===== src/rtl/secuenciador_venta.sv =====
// Vending sequencer: accumulates coin credit, checks it against the price,
// then strobes dispense and returns change one unit per cycle.
module secuenciador_venta #(
  parameter int TIMEOUT_CYC = 1000,
  parameter int TIMER_W     = 10
) (
  input  logic       clk,
  input  logic       rst,
  input  logic       moneda_valida,
  input  logic [3:0] moneda_valor,
  input  logic       avance,
  input  logic       cancelar,
  input  logic [3:0] precio,
  output logic [3:0] estado_actual,
  output logic [3:0] credito,
  output logic       hay_credito,
  output logic       dispensar,
  output logic       devolver,
  output logic       rechazo,
  output logic       ocupado
);

  typedef enum logic [3:0] {
    IDLE    = 4'd0,
    ACUMULA = 4'd1,
    VALIDA  = 4'd2,
    ENTREGA = 4'd3,
    CAMBIO  = 4'd4,
    ERROR   = 4'd5
  } estado_t;

  estado_t              estado_q, estado_d;
  logic [3:0]           credito_q, credito_d;
  logic [TIMER_W-1:0]   timer_q, timer_d;
  logic                 avance_q;
  logic                 rechazo_q, rechazo_d;

  logic                 avance_ev;
  logic [4:0]           suma;
  logic                 cabe;
  logic                 acepta;
  logic                 timeout;

  assign avance_ev = avance & ~avance_q;
  // 5-bit sum so a coin that would overflow the 4-bit credit is caught, not wrapped
  assign suma      = {1'b0, credito_q} + {1'b0, moneda_valor};
  assign cabe      = (suma <= 5'd15);
  assign timeout   = (timer_q == TIMER_W'(TIMEOUT_CYC - 1));

  always_comb begin
    estado_d  = estado_q;
    credito_d = credito_q;
    acepta    = 1'b0;
    case (estado_q)
      IDLE: begin
        if (moneda_valida && cabe) begin
          acepta   = 1'b1;
          estado_d = ACUMULA;
        end
      end
      ACUMULA: begin
        if (cancelar)                   estado_d = CAMBIO;
        else if (avance_ev)             estado_d = VALIDA;
        else if (moneda_valida && cabe) acepta   = 1'b1;
        else if (timeout)               estado_d = CAMBIO;
      end
      VALIDA: begin
        if (credito_q >= precio) begin
          credito_d = credito_q - precio;
          estado_d  = ENTREGA;
        end else begin
          estado_d  = ERROR;
        end
      end
      ENTREGA: estado_d = (credito_q == 4'd0) ? IDLE : CAMBIO;
      CAMBIO: begin
        if (credito_q != 4'd0) credito_d = credito_q - 4'd1;
        else                   estado_d  = IDLE;
      end
      ERROR: begin
        if (cancelar)       estado_d = CAMBIO;
        else if (avance_ev) estado_d = ACUMULA;
        else if (timeout)   estado_d = CAMBIO;
      end
      default: estado_d = IDLE;
    endcase

    if (acepta) credito_d = suma[3:0];
    rechazo_d = moneda_valida & ~acepta;

    // Inactivity timer only runs while waiting on the user
    if ((estado_d != estado_q) || acepta || avance_ev)
      timer_d = '0;
    else if ((estado_q == ACUMULA) || (estado_q == ERROR))
      timer_d = timer_q + 1'b1;
    else
      timer_d = '0;
  end

  always_ff @(posedge clk) begin
    if (rst) begin
      estado_q  <= IDLE;
      credito_q <= 4'd0;
      timer_q   <= '0;
      avance_q  <= 1'b0;
      rechazo_q <= 1'b0;
    end else begin
      estado_q  <= estado_d;
      credito_q <= credito_d;
      timer_q   <= timer_d;
      avance_q  <= avance;
      rechazo_q <= rechazo_d;
    end
  end

  assign estado_actual = estado_q;
  assign credito       = credito_q;
  assign hay_credito   = (credito_q != 4'd0);
  assign dispensar     = (estado_q == ENTREGA);
  assign devolver      = (estado_q == CAMBIO) && (credito_q != 4'd0);
  assign rechazo       = rechazo_q;
  assign ocupado       = (estado_q == VALIDA) || (estado_q == ENTREGA) ||
                         (estado_q == CAMBIO);

endmodule


===== config.mk =====
export PLATFORM = sky130hd
export DESIGN_NAME = secuenciador_venta
export DESIGN_NICKNAME = d
export VERILOG_FILES = /design/src/rtl/secuenciador_venta.sv
export SDC_FILE = /design/constraint.sdc
export NUM_CORES = 1
export LEC_CHECK = 0
export CAP_MARGIN = 30
export CORE_AREA = 2 2 54 56
export CTS_BUF_LIST = sky130_fd_sc_hd__clkbuf_2 sky130_fd_sc_hd__clkbuf_4 sky130_fd_sc_hd__clkbuf_8
export DETAILED_ROUTE_END_ITERATION = 12
export DIE_AREA = 0 0 56 58
export PLACE_DENSITY = 0.79
export SYNTH_ARGS = -nofsm -noshare
export SYNTH_HDL_FRONTEND = slang
export SYNTH_SLANG_ARGS = --single-unit

===== constraint.sdc =====
create_clock -name clk -period 2.5 [get_ports clk]
set_input_delay 0.375 -clock clk [delete_from_list [all_inputs] [get_ports clk]]
set_output_delay 0.375 -clock clk [all_outputs]
set_load 0.02 [all_outputs]

Word-level counts from Yosys, hierarchy flattened
Cells that the tools add are included.
Widths: inputs -> output; s select.

word-level totals
  bits in registers = 20
  bits of input ports = 13
  output and inout port bits = 13
  logic and storage cells = 57

operators by class
  $add $sub $neg = 4
  $lt $le $gt $ge = 2
  equal/unequal tests = 9
  mux-type cells = 19
  bitwise operators = 5
  reductions and logical operators = 13

operators with widths
  cell                   number
  $mux 4                 11
  $pmux 4 s6             1
  $add 10x1->10 const B  1
  $eq 10x10->1 const B   1
  $eq 4x2->1 const B     2
  $eq 4x3->1 const B     2
  $logic_not 4->1        2
  $pmux 4 s2             1
  $mux 3                 2
  $ne 3x3->1 const B     2
  $add 4x4->5            1
  $le 5x4->1 const B     1
  $logic_or 1x1->1       5
  $eq 4x1->1 const B     1
  $ge 4x4->1             1
  $ne 4x4->1             1
  $reduce_bool 4->1      1
  $sub 4x1->4 const B    1
  $sub 4x4->4            1
  $mux 1                 3
  $not 1->1              3
  $reduce_and 3->1       1
  $reduce_bool 3->1      1
  $reduce_or 3->1        1
  other kinds (3)        5

Logic depth before layout (Yosys ltp)
Gate-level depths: netlist of the first run.

  depth after elaboration = 11
  gate-level depth with buffers = 8

Worst setup path before layout of the first run
Ideal clock, no wire load.

  path type = reg2reg
  start point = register credito_q[1] (netlist: credito[1])
  end point = register credito_q[2] (netlist: credito[2])
  arrival = 2.108 ns
  data required time = 2.414 ns
  setup slack = 0.307 ns
  cell stages (with the launch flop) = 9
  path buffers = 1
  clock period less this slack = 2.193 ns
  cells stage by stage = dfxtp_1 -> inv_1 -> ha_1 -> or3b_2 -> clkbuf_1 -> a22oi_2 -> nand2_1 -> mux2i_1 -> a211oi_1

between the ends
  elaborated cells on any way between the ends = 19

RTL lines
  element                            RTL line  source
  start, declared                    33        logic [3:0] credito_q, credito_d;
  start signal, assigned             109       credito_q <= credito_d;
  $reduce_bool 4->1                  n/a
  net hay_credito                    16        output logic hay_credito,
  $ne 3x3->1 (no source line)        n/a
  $reduce_and 3->1 (no source line)  n/a

The timed path passes the listed nets, and every way through them passes these cells. The select of a mux whose other input is x is not followed.
A chain may end at the register's enable or synchronous reset.

Worst setup path in the final report of the first run
  start point = register credito_q[0] (netlist: credito[0])
  end point = output hay_credito

between the ends
  longest elaborated chain between the ends = 1

RTL lines
  element            RTL line  source
  $reduce_bool 4->1  118       assign hay_credito = (credito_q != 4'd0);
  end, declared      16

Every way passes these cells.

==> flow_summary.yaml, run 1 <==
run_status:
  status: "finished, final reports clean"
logic_synthesis:
  synth-seq-cells: 20
  async_reset_ff_share_pct: 0
  ys_types: 44
  syn_area_um2: 1370
  syn_nets: 184
  synth_edf_count: 0
  yosysSeqAreaShare_pct: 29.1
  avgSynthCellArea_um2: 8.64
  synthCells: 159
  synth_flop_cell: "dfxtp_1"
  yosysWarningCount: 0
clock_tree:
  cts_tree: "yes"
  postCtsHoldBufs: 0
  cts_buffer_depth: 2
  clk_latency_ns: 0.29
  cts-buffers-inserted: 3
  clk_pin_slew_worst_paths_ns: 0.10
  post_cts_buffers: 0
  cts_max_level: 1
  cts_sinks: 20
  cts_root_buf: "clkbuf_4"
final_layout:
  diodes: 0
  fin_util_pct: 63.0
  fillers: 237
  nets: 213
  area_delta_synth_final_pct: 22.1
  drive_gt1_share_pct: 10.2
place:
  port-buffer-count: 25
  place_hpwl_um: 2280
  place.gp.congestion: 0.809
  dp_slack_ns: -0.246
pwr:
  total_power_uw: 705
  peakVddDrop_v: 0.000344
  p_leak_uw: 0.000637
  cellPowerDensity_nw_per_um2: 420
detailed_routing:
  routed_wl_um: 2810
  dr.pass1.iters: 4
  ant_nets: 0
  drt_iter0_drc: 36
  vias: 1204
  wl_per_cell_um: 12.9
  drc: 0
  viasPerCell: 5.55
critical_path:
  crit_path_cell_trace: "inv_1 > ha_1 > or3b_2 > clkdlybuf4s50_1"
  cpMaxStageDelayCell: "clkdlybuf4s50_1"
  cp-start-kind: "register"
  worst-path-buf-inv: 2
  max_stage_delay_ns: 0.56
  cpLargestDelayFamily: "buffers and inverters"
  r2r_slack_ns: 0.27
  worstSetupPathType: "register to primary output"
  critPathArrivalTime_ns: 2.02
  worstSetupEndpointType: "primary output"
  cp_max_fo: 6
  worstPathRequired_ns: 2.12
die:
  boundaryPins: 26
  core-area_um2: 2660
  initial_utilization_pct: 51.6
  die_area_um2: 3250
  rows: 19
  die_height_um: 58
  die_w_um: 56
sta:
  fmax_mhz: 417
  worst_slack_ns: 0.105
  maxSlewViolCount: 0
  timing.final.hold_violations: 0
  rsz0062_at_grt: "false"
  period_minus_slack_ns: 2.40
  fin_crit_sh_pct: 95.8
  setup_viol: 0
  fin_skew_ns: 0.00232
hold_path:
  hp-class: "register to register"
global_routing:
  grt_pass1_vias: 1141
  grt_pass1_wl_um: 5000
  globalRouteOverflowTotal: 0
  antenna_found_initial: 0
  grt_max_degree: 13
  grtUsageTotal_pct: 19.3
job:
  drv_cap: 0
worst paths after layout:
path | depth (start not counted) | end | startpoint
worst max-delay path | 4 | hay_credito | credito[0]
worst min-delay path | 1 | timer_q[0] | timer_q[0]
worst max register to register | 7 | timer_q[5] | credito[0]
worst min register to register | 1 | timer_q[0] | timer_q[0]
cell type report:
type / instances / area (µm²) / share of cell area (%)
Multi-Input combinational cell: 124 / 892 / 53.2
Timing Repair Buffer: 31 / 294 / 17.5
Sequential cell: 20 / 400 / 23.9
Clock buffer: 3 / 22.5 / 1.34
Tap cell: 31 / 38.8 / 2.31
Inverter: 8 / 30.0 / 1.79
worst register-to-register path, delay by kind of cell, from the launching register on:
family	cells	cell delay, ns
adder cells (fa/ha/maj)	2	0.63
AND/OR/NAND/NOR	1	0.14
AO/OA/AOI/OAI	4	1.03
flip-flops	1	0.38
logic make-up after synthesis:
group	share of synthesized area, %
AO/OA/AOI/OAI	13.8
XOR/XNOR	8.93
adder cells (fa/ha/maj)	12.0
buffers and inverters	6.01
flip-flops	29.1
multiplexers	2.91
other	0.273
AND/OR/NAND/NOR	27.0
synthesized netlist by cell type (2+ instances only):
cell,n,area [µm²]
a311oi_1,3,26.3
and3_1,4,25.0
nand3_1,7,35.0
nand2b_1,2,12.5
fa_1,2,40.0
nor2_1,20,75.1
o21ai_0,3,15.0
inv_1,8,30.0
clkbuf_1,3,11.3
a21oi_1,5,25.0
a211oi_1,2,15.0
xnor2_1,9,78.8
nor2b_1,3,18.8
dfxtp_1,20,400
buf_6,3,33.8
nor3_1,6,30.0
o31ai_1,2,15.0
mux2i_1,4,40.0
ha_1,10,125
nor3b_1,2,15.0
nand2_1,11,41.3
nor2_2,3,18.8
xor2_1,5,43.8
a21o_1,2,15.0
metal layers:
layer  vias to the layer above  global-route usage (%)  wire (µm)
met1                       546                    25.4       1300
met3                         6                    4.46        143
li1                        619                       -          -
met2                        33                    32.3       1330
met4                         0                    4.76         31
met5                         -                       0          0
power breakdown:
group	switching (µW)	internal [µW]
clock	92.0	56.1
sequential	16.5	329
combinational	103	108
total	212	493
cell usage in the layout (no fill, tap or decap), types with 2 or more instances in the layout:
master / instances
buf_4: 6
nand2_1: 11
nor2_1: 20
and3_1: 4
nor2b_1: 3
xor2_1: 5
clkbuf_4: 3
a211oi_1: 2
nand2b_1: 2
nor3b_1: 2
nor3_1: 6
a21oi_1: 5
o31ai_1: 2
xnor2_1: 9
a311oi_1: 3
fa_1: 2
nand3_1: 7
mux2i_1: 4
o21ai_0: 3
dfxtp_1: 20
ha_1: 10
inv_1: 8
nor2_2: 3
clkdlybuf4s50_1: 24
a21o_1: 2
stage by stage:
| stage | hold slack (ns) | instance area [µm²] | instances | setup TNS, ns |
|---|---|---|---|---|
| after floorplan | 0.435 | 1370 | 159 | 0 |
| after global placement | 0.448 | 1660 | 214 | -1.47 |
| after detailed placement | 0.466 | 1660 | 214 | -2.32 |
| after CTS | 0.490 | 1680 | 217 | 0 |
| after global routing | 0.514 | 1680 | 217 | 0 |
| final | 0.491 | 1680 | 217 | 0 |
timing repair:
action / in CTS / in global routing
setup endpoints to repair: 1 / 10
resized for setup: 1 / 1
pin swaps: 0 / 1
sequential cells by signal, summed over array words and instances, names as in the netlist:
signal,count
avance_q,1
credito,4
estado_actual,4
rechazo,1
timer_q,10
Note: power is estimated with default switching activity, not from simulation.
==> run 2: changes to the inputs <==
CORE_AREA = 2 2 57 59   (was 2 2 54 56)
CTS_CLUSTER_SIZE = 16   (was not set)
DIE_AREA = 0 0 59 61   (was 0 0 56 58)
PLACE_DENSITY = 0.74   (was 0.79)
clock period = 1.9 ns   (was 2.5 ns; I/O delays follow)
==> run 2 against run 1 <==
Design area grew 24%. The flow now finishes with violations (setup timing). Clock power is 140% higher. Clock skew rose by 0.0052 ns. Combinational power grew 91%. Largest cell class unchanged. First-iteration DRC count down 42%. Critical path depth up 4.
==> flow_summary.yaml, run 2 (synthesis results as in run 1) <==
run_status:
  status: "finished, violations left"
  violations: "setup timing"
critical_path:
  cpLargestDelayFamily: "compound AO/OA/AOI/OAI gates"
  endpoint: "timer_q[8]"
  cp-start-kind: "register"
  worstSetupEndpointType: "register"
  worstRegToRegCells: 8
  r2r_slack_ns: -0.10
  cp_max_fo: 6
  r2r_start: "credito[0]"
  cpMaxStageDelayCell: "dfxtp_4"
  worstSetupPathType: "register to register"
  crit_path_cell_trace: "ha_4 > fa_2 > a21o_1 > a211oi_2 > o31ai_2 > a311o_1 > buf_6 > nor2_1"
  worstPathRequired_ns: 2.17
  reg2reg_to: "timer_q[8]"
  critPathArrivalTime_ns: 2.27
  worst-path-buf-inv: 1
  critPathLaunch: "credito[0]"
  cp.depth: 8
  max_stage_delay_ns: 0.38
sta:
  maxSlewViolCount: 0
  setup_tns_ns: -0.914
  rsz0062_at_grt: "true"
  holdWs_ns: 0.532
  worst_slack_ns: -0.100
  period_minus_slack_ns: 2.00
  timing.final.hold_violations: 0
  fin_crit_sh_pct: 105
  fmax_mhz: 500
  setup_viol: 12
  fin_skew_ns: 0.00748
place:
  port-buffer-count: 25
  place_hpwl_um: 2550
  place.gp.congestion: 0.817
die:
  die_w_um: 59
  core-area_um2: 2950
  die_area_um2: 3600
  boundaryPins: 26
  die_height_um: 61
  initial_utilization_pct: 46.5
  rows: 20
clock_tree:
  cts_buffer_depth: 2
  cts_tree: "yes"
  cts-buffers-inserted: 3
  cts_max_level: 1
  clk_pin_slew_worst_paths_ns: 0.12
  cts_root_buf: "clkbuf_4"
  clk_latency_ns: 0.32
  cts_sinks: 20
pwr:
  combPwrFrac_pct: 33.1
  p_leak_uw: 0.000818
  power_frac_seq_pct: 37.2
  cellPowerDensity_nw_per_um2: 582
  peakVddDrop_v: 0.000313
  netSwitchingFraction_pct: 29.1
  power.switching_uw: 353
  intPower_uw: 860
  clkPwrFrac_pct: 29.6
hold_path:
  hp-class: "register to register"
final_layout:
  largest_reg_flops: 10
  diodes: 0
  top_register: "timer_q"
  drive_gt1_share_pct: 34.7
  layout_common_cells: "buf_4 (33), clkdlybuf4s50_1 (20), nor2_1 (18)"
  final_common_cell: "buf_4"
  area_delta_synth_final_pct: 51.7
  nets: 242
detailed_routing:
  routed_wl_um: 3660
  viasPerCell: 5.53
  ant_nets: 0
  drt_iter0_drc: 21
  drc: 0
  dr.pass1.iters: 4
  vias: 1378
  wl_per_cell_um: 14.7
global_routing:
  globalRouteOverflowTotal: 0
  top_usage_layer: "met2"
  grt_use_met2_pct: 35.7
  grt_pass1_vias: 1312
  antenna_found_initial: 0
  grt_pass1_wl_um: 5780
  grt_max_degree: 13
  use_met1_pct: 27.3
  grtUsageTotal_pct: 21.4
  grt_use_met3_pct: 2.56
job:
  drv_cap: 0
-- run 2: power by group through the flow --
stage | clock network [µW] | logic (µW) | registers (µW)
CTS | 364 | 376 | 451
floorplan | 0 | 191 | 476
detailed placement | 0 | 360 | 460
global placement | 0 | 351 | 460
global route | 377 | 433 | 454
finish | 359 | 402 | 451
-- run 2: worst reg2reg max path: cells and delay by family (launching register included) --
family | cells | cell delay [ns]
compound gates | 4 | 0.86
fa+ha+maj | 2 | 0.49
flops | 1 | 0.38
buf+inv | 1 | 0.15
simple gates | 1 | 0.08
-- run 2: stage by stage --
step	instances	total power, µW	utilization, %	instance area [µm²]	setup WS [ns]
6_report	249	1210	70.6	2080	-0.100
5_1_grt	249	1260	70.6	2080	-0.207
3_5_place_dp	244	820	65.3	1930	-0.467
4_1_cts	248	1190	68.6	2020	-0.119
3_3_place_gp	244	811	65.3	1930	-0.443
2_1_floorplan	159	667	-	1440	-0.00649
-- run 2: routing by layer --
layer  wire length (µm)  up-vias
met5                  0        -
met1               1530      635
met4                146        0
li1                   -      671
met3                215       16
met2               1770       56
-- run 2: area by class of cell --
class / count / area, µm²
clock inverter: 1 / 30.0
inverter: 8 / 35.0
sequential: 20 / 413
clock buffer: 3 / 22.5
timing repair buffer: 60 / 514
multi-input combinational: 124 / 1030
tap: 33 / 41.3
fill: 232 / 868
-- run 2: timing repair --
| action | 4_1_cts | 5_1_grt |
|---|---|---|
| endpoints found under the setup margin | 18 | 18 |
| cloned | 0 | 0 |
| hold buffers | 0 | 0 |
| pin swaps | 5 | 2 |
| hold endpoints to repair | 0 | 0 |
| buffers inserted | 0 | 1 |
| resized for setup | 18 | 16 |
-- run 2: worst min-delay path by stage --
stage,from,end,cells after the start
floorplan,avance,avance_q,1
global placement,timer_q[0],timer_q[0],2
detailed placement,timer_q[8],timer_q[8],2
CTS,timer_q[0],timer_q[0],2
global route,timer_q[8],timer_q[8],2
finish,timer_q[8],timer_q[8],2
